## src/rtl/mem_ctrl.sv

```systemverilog
// mem_ctrl: single-port RAM access controller with read/write requests and a full clear sweep
module mem_ctrl #(
    parameter logic [7:0] CLR_VALUE = 8'h00
) (
    input  logic       clk,
    input  logic       rst,
    input  logic       req_valid,
    output logic       req_ready,
    input  logic       req_write,
    input  logic [7:0] req_addr,
    input  logic [7:0] req_wdata,
    output logic       rsp_valid,
    output logic [7:0] rsp_data,
    input  logic       clr_start,
    output logic       clr_done,
    output logic       busy,
    output logic       ram_read,
    output logic       ram_write,
    output logic [7:0] ram_address,
    output logic [7:0] ram_data,
    input  logic [7:0] ram_out
);
    typedef enum logic [2:0] {IDLE, WR, RD, RD_CAP, CLEAR} state_t;
    state_t     r_state;
    state_t     w_next;
    logic [7:0] r_addr;
    logic [7:0] r_wdata;
    logic [7:0] r_cnt;
    logic       w_accept;
    logic       w_last;
    // clr_start pre-empts acceptance so a pending request waits out the sweep
    assign req_ready = (r_state == IDLE) && !clr_start;
    assign w_accept  = req_valid && req_ready;
    assign busy      = r_state != IDLE;
    assign w_last    = r_cnt == 8'hFF;
    // state register
    always_ff @(posedge clk or negedge rst)
        if (!rst) r_state <= IDLE;
        else      r_state <= w_next;
    // next-state logic
    always_comb begin
        w_next = IDLE;
        case (r_state)
            IDLE:    w_next = clr_start ? CLEAR : w_accept ? (req_write ? WR : RD) : IDLE;
            RD:      w_next = RD_CAP;
            CLEAR:   w_next = w_last ? IDLE : CLEAR;
            default: w_next = IDLE;
        endcase
    end
    // memory strobes and buses decoded purely from registered state and latches
    always_comb begin
        ram_read    = r_state == RD;
        ram_write   = (r_state == WR) || (r_state == CLEAR);
        ram_address = (r_state == WR || r_state == RD) ? r_addr : (r_state == CLEAR) ? r_cnt : 8'h00;
        ram_data    = (r_state == WR) ? r_wdata : (r_state == CLEAR) ? CLR_VALUE : 8'h00;
    end
    // request latches and sweep counter (counter rests at 0 outside CLEAR)
    always_ff @(posedge clk or negedge rst)
        if (!rst) begin
            r_addr  <= 8'h00;
            r_wdata <= 8'h00;
            r_cnt   <= 8'h00;
        end else begin
            if (w_accept) begin
                r_addr  <= req_addr;
                r_wdata <= req_wdata;
            end
            r_cnt <= (r_state == CLEAR) ? r_cnt + 8'h01 : 8'h00;
        end
    // read response capture and completion pulses
    always_ff @(posedge clk or negedge rst)
        if (!rst) begin
            rsp_valid <= 1'b0;
            rsp_data  <= 8'h00;
            clr_done  <= 1'b0;
        end else begin
            rsp_valid <= r_state == RD_CAP;
            if (r_state == RD_CAP) rsp_data <= ram_out;
            clr_done  <= (r_state == CLEAR) && w_last;
        end
endmodule

```

## config.mk

```make
export PLATFORM = sky130hd
export DESIGN_NAME = mem_ctrl
export DESIGN_NICKNAME = d
export VERILOG_FILES = /design/src/rtl/mem_ctrl.sv
export SDC_FILE = /design/constraint.sdc
export NUM_CORES = 1
export LEC_CHECK = 0
export ABC_AREA = 1
export ABC_CLOCK_PERIOD_IN_PS = 1060
export CAP_MARGIN = 20
export CELL_PAD_IN_SITES_DETAIL_PLACEMENT = 1
export CELL_PAD_IN_SITES_GLOBAL_PLACEMENT = 2
export CORE_UTILIZATION = 23
export CTS_CLUSTER_DIAMETER = 200
export DETAILED_ROUTE_END_ITERATION = 12
export GPL_TIMING_DRIVEN = 0
export PLACE_DENSITY = 0.79
export SETUP_SLACK_MARGIN = 0.15
export SYNTH_ARGS = -nofsm -noshare
export SYNTH_HDL_FRONTEND = slang
export SYNTH_SLANG_ARGS = --single-unit
```

## constraint.sdc

```tcl
create_clock -name clk -period 1.06 [get_ports clk]
set_input_delay 0.106 -clock clk [delete_from_list [all_inputs] [get_ports clk]]
set_output_delay 0.106 -clock clk [all_outputs]
set_load 0.02 [all_outputs]
```

==> run summary <==
Placed Area: 0.00248 sq mm
Worst EP required: 0.95 ns
Final Cycle Share: 1.47
Top post-synthesis cells by area: dfrtp_1, nand2_1, nand3_1
Worst vdd ir: 719 uV
Antenna diodes: 0
Post-DRT Antenna Nets: 0
Cell area after layout: 0.00341 sq mm
Clk sinks: 37
Actual slew at the worst max-slew pin: 0.876 ns
DRC Markers: 0
Int Power: 4.52 mW
First-pass GRT wire length: 9.60 mm
Initial DRC count: 68
Relative slew slack: 0.416
Yosys warning count: 0
Worst slack, placed: -0.994 ns
Root Driver: clkbuf_8
Nets: 352
Drt wl/cell: 14.9 um
Yosys cell types: 20
I/O pin cnt: 59
Post-synth top area share: 0.530
Final Hold Fails: 37
PwrDens: 2170 mW/mm^2
Unrepaired setup endpoints after global routing: true
Vias in the first global route: 1853
Fmax: 0.640 GHz
Sw Ratio: 0.387
Failing checks: negative hold slack, negative setup slack
Fillers: 861
Final global-route overflow total: 0
Crit-path max FO: 5
Worst path most repeated cell: nand2_4
R2R cell count: 9
Cells after synthesis: 214
Area Overhead vs Synth: 95.0%
Seq/Total Area, Yosys: 0.530
Clock Skews: 0.00251 ns
DR vias/cell: 4.30
Mean post-synth cell area: 8.16 sq um
Die height: 89.1 um
First-pass DRT Iterations: 4
Share of power burned in registers: 0.295
Routability cong.: 0.712
Post-synth top area cell: dfrtp_1
Core ar.: 0.00729 sq mm
Die ar.: 0.00795 sq mm
CP arrival: 1.46 ns
Layout cells sized above 1: 0.522
Final min period: 1.56 ns
Max cap viols: 0
Initial core utilization: 0.240
Switching power: 2.86 mW
Post-Layout Cell Count: 421
Drt total wl: 6.27 mm
Status: complete, but fails checks
Post-Place Cells: 370
Clock tree buffer depth: 2
Row cnt: 31
Util after Layout: 0.467
Cell Area, Synth: 0.00175 sq mm
Clock transition at the registers of the reported paths: 0.07 ns
Critical path type: flip-flop to output pin
Power, Total: 7.38 mW
Detailed placement HPWL: 3.64 mm
Worst Setup End Kind: output pin
Setup ws final: -0.502 ns
Worst-skew pair later-pin latency: 0.29 ns
Die X: 89.1 um
Port-buffer cells: 57
Total CTS buffers: 5
Minimum hold slack: -0.0737 ns
Mapped Nets: 244
CTS HTree Levels: 2
Slowest CP cell: dfrtp_2
Via count: 1809
Seq cells post-synth: 37
Largest net degree at the start of global routing: 38
Max stage delay on crit path: 0.47 ns
Static Leak: 1.61 nW
CTS tree: yes
Initial antenna violation count: 0
Hold Crit Class: input port to async pin
Combinational power share: 0.567
GRT Total Usage: 0.163
Setup violators final: 55
Worst path cell trace: nor2_4 > nand2_4 > inv_4 > buf_8 > nand2_4 > nand2_2 > buf_6
Setup TNS: -17.67 ns
Max-slew violations: 0
CP Launch Type: flip-flop
Clock power share: 0.138
[placed cells by master (no fill, tap or decap), types with 7 or more instances in the layout]
cell type / count
inv_1: 14
dfrtp_1: 35
buf_4: 20
clkbuf_8: 9
clkdlybuf4s50_1: 26
nand2_4: 9
buf_6: 44
buf_8: 7
nand2_2: 25
nand2_1: 60
nor2_4: 11
nor2_1: 11
nand3_2: 14
[worst paths after layout]
path / to / startpoint / slack [ns]
min: rsp_data[6] / rst / -0.07
max in group asynchronous: r_cnt[0] / rst / 0.53
max: ram_address[5] / r_state[0] / -0.50
min in group clk: r_addr[2] / req_valid / 0.18
max reg2reg: r_addr[6] / r_state[0] / -0.40
min reg2reg: r_addr[0] / r_addr[0] / 0.48
[cells in the mapped netlist]
master	number
nand4_4	1
buf_8	1
inv_1	15
inv_2	2
buf_6	1
nand3_2	2
o21ai_0	6
dfrtp_1	37
nor2_4	1
nand2_1	93
nor2_1	24
buf_2	1
nor3b_1	1
nand2_4	2
clkinv_1	1
ha_1	1
a21oi_1	3
clkbuf_8	2
nand3_1	19
nor2_8	1
[logic make-up after synthesis]
kind of cell / share of synthesized area
flip-flops: 0.530
AND/OR/NAND/NOR: 0.365
buffers and inverters: 0.0723
adder cells (fa/ha/maj): 0.00716
AO/OA/AOI/OAI: 0.0258
[per-layer routing]
metal | routed length, um | GRT usage
met1 | 2630 | 0.206
met2 | 3420 | 0.285
met3 | 144 | 0.0222
met4 | 84 | 0.0563
met5 | 0 | 0
[state kept, by name, summed over array words and instances (netlist names)]
signal     flops
r_addr         8
rsp_valid      1
rsp_data       8
r_wdata        8
clr_done       1
r_cnt          8
r_state        3
[critical path, delay by kind of cell (launching register included)]
family	cells	cell delay, ns
buffers and inverters	3	0.32
flip-flops	1	0.47
AND/OR/NAND/NOR	4	0.37
[layout make-up]
cell class              count  area [sq um]  share of cell area
plain buffers               5          62.6              0.0184
clock buffers               7          86.3              0.0253
inverters                  18          77.6              0.0228
multi-input cells         155          1070               0.314
flip-flops and latches     37           928               0.273
well taps                  99           124              0.0364
repair buffers             99          1050               0.307
repair inverters            1          8.76             0.00257
[power by group through the flow]
stage	clock network (mW)	logic, mW	registers (mW)
after floorplan	0	1.31	2.15
after global placement	0	2.11	2.14
after detailed placement	0	2.17	2.15
after CTS	1.05	3.14	2.14
after global routing	1.11	4.50	2.23
final	1.02	4.19	2.17
[what timing repair did]
action,4_1_cts,5_1_grt
endpoints found under the setup margin,67,67
endpoints found under the hold margin,37,37
gates cloned,5,0
resized for setup,207,89
setup buffers,25,14
pin swaps,11,25
No activity file was read; power rests on OpenSTA's default activity.
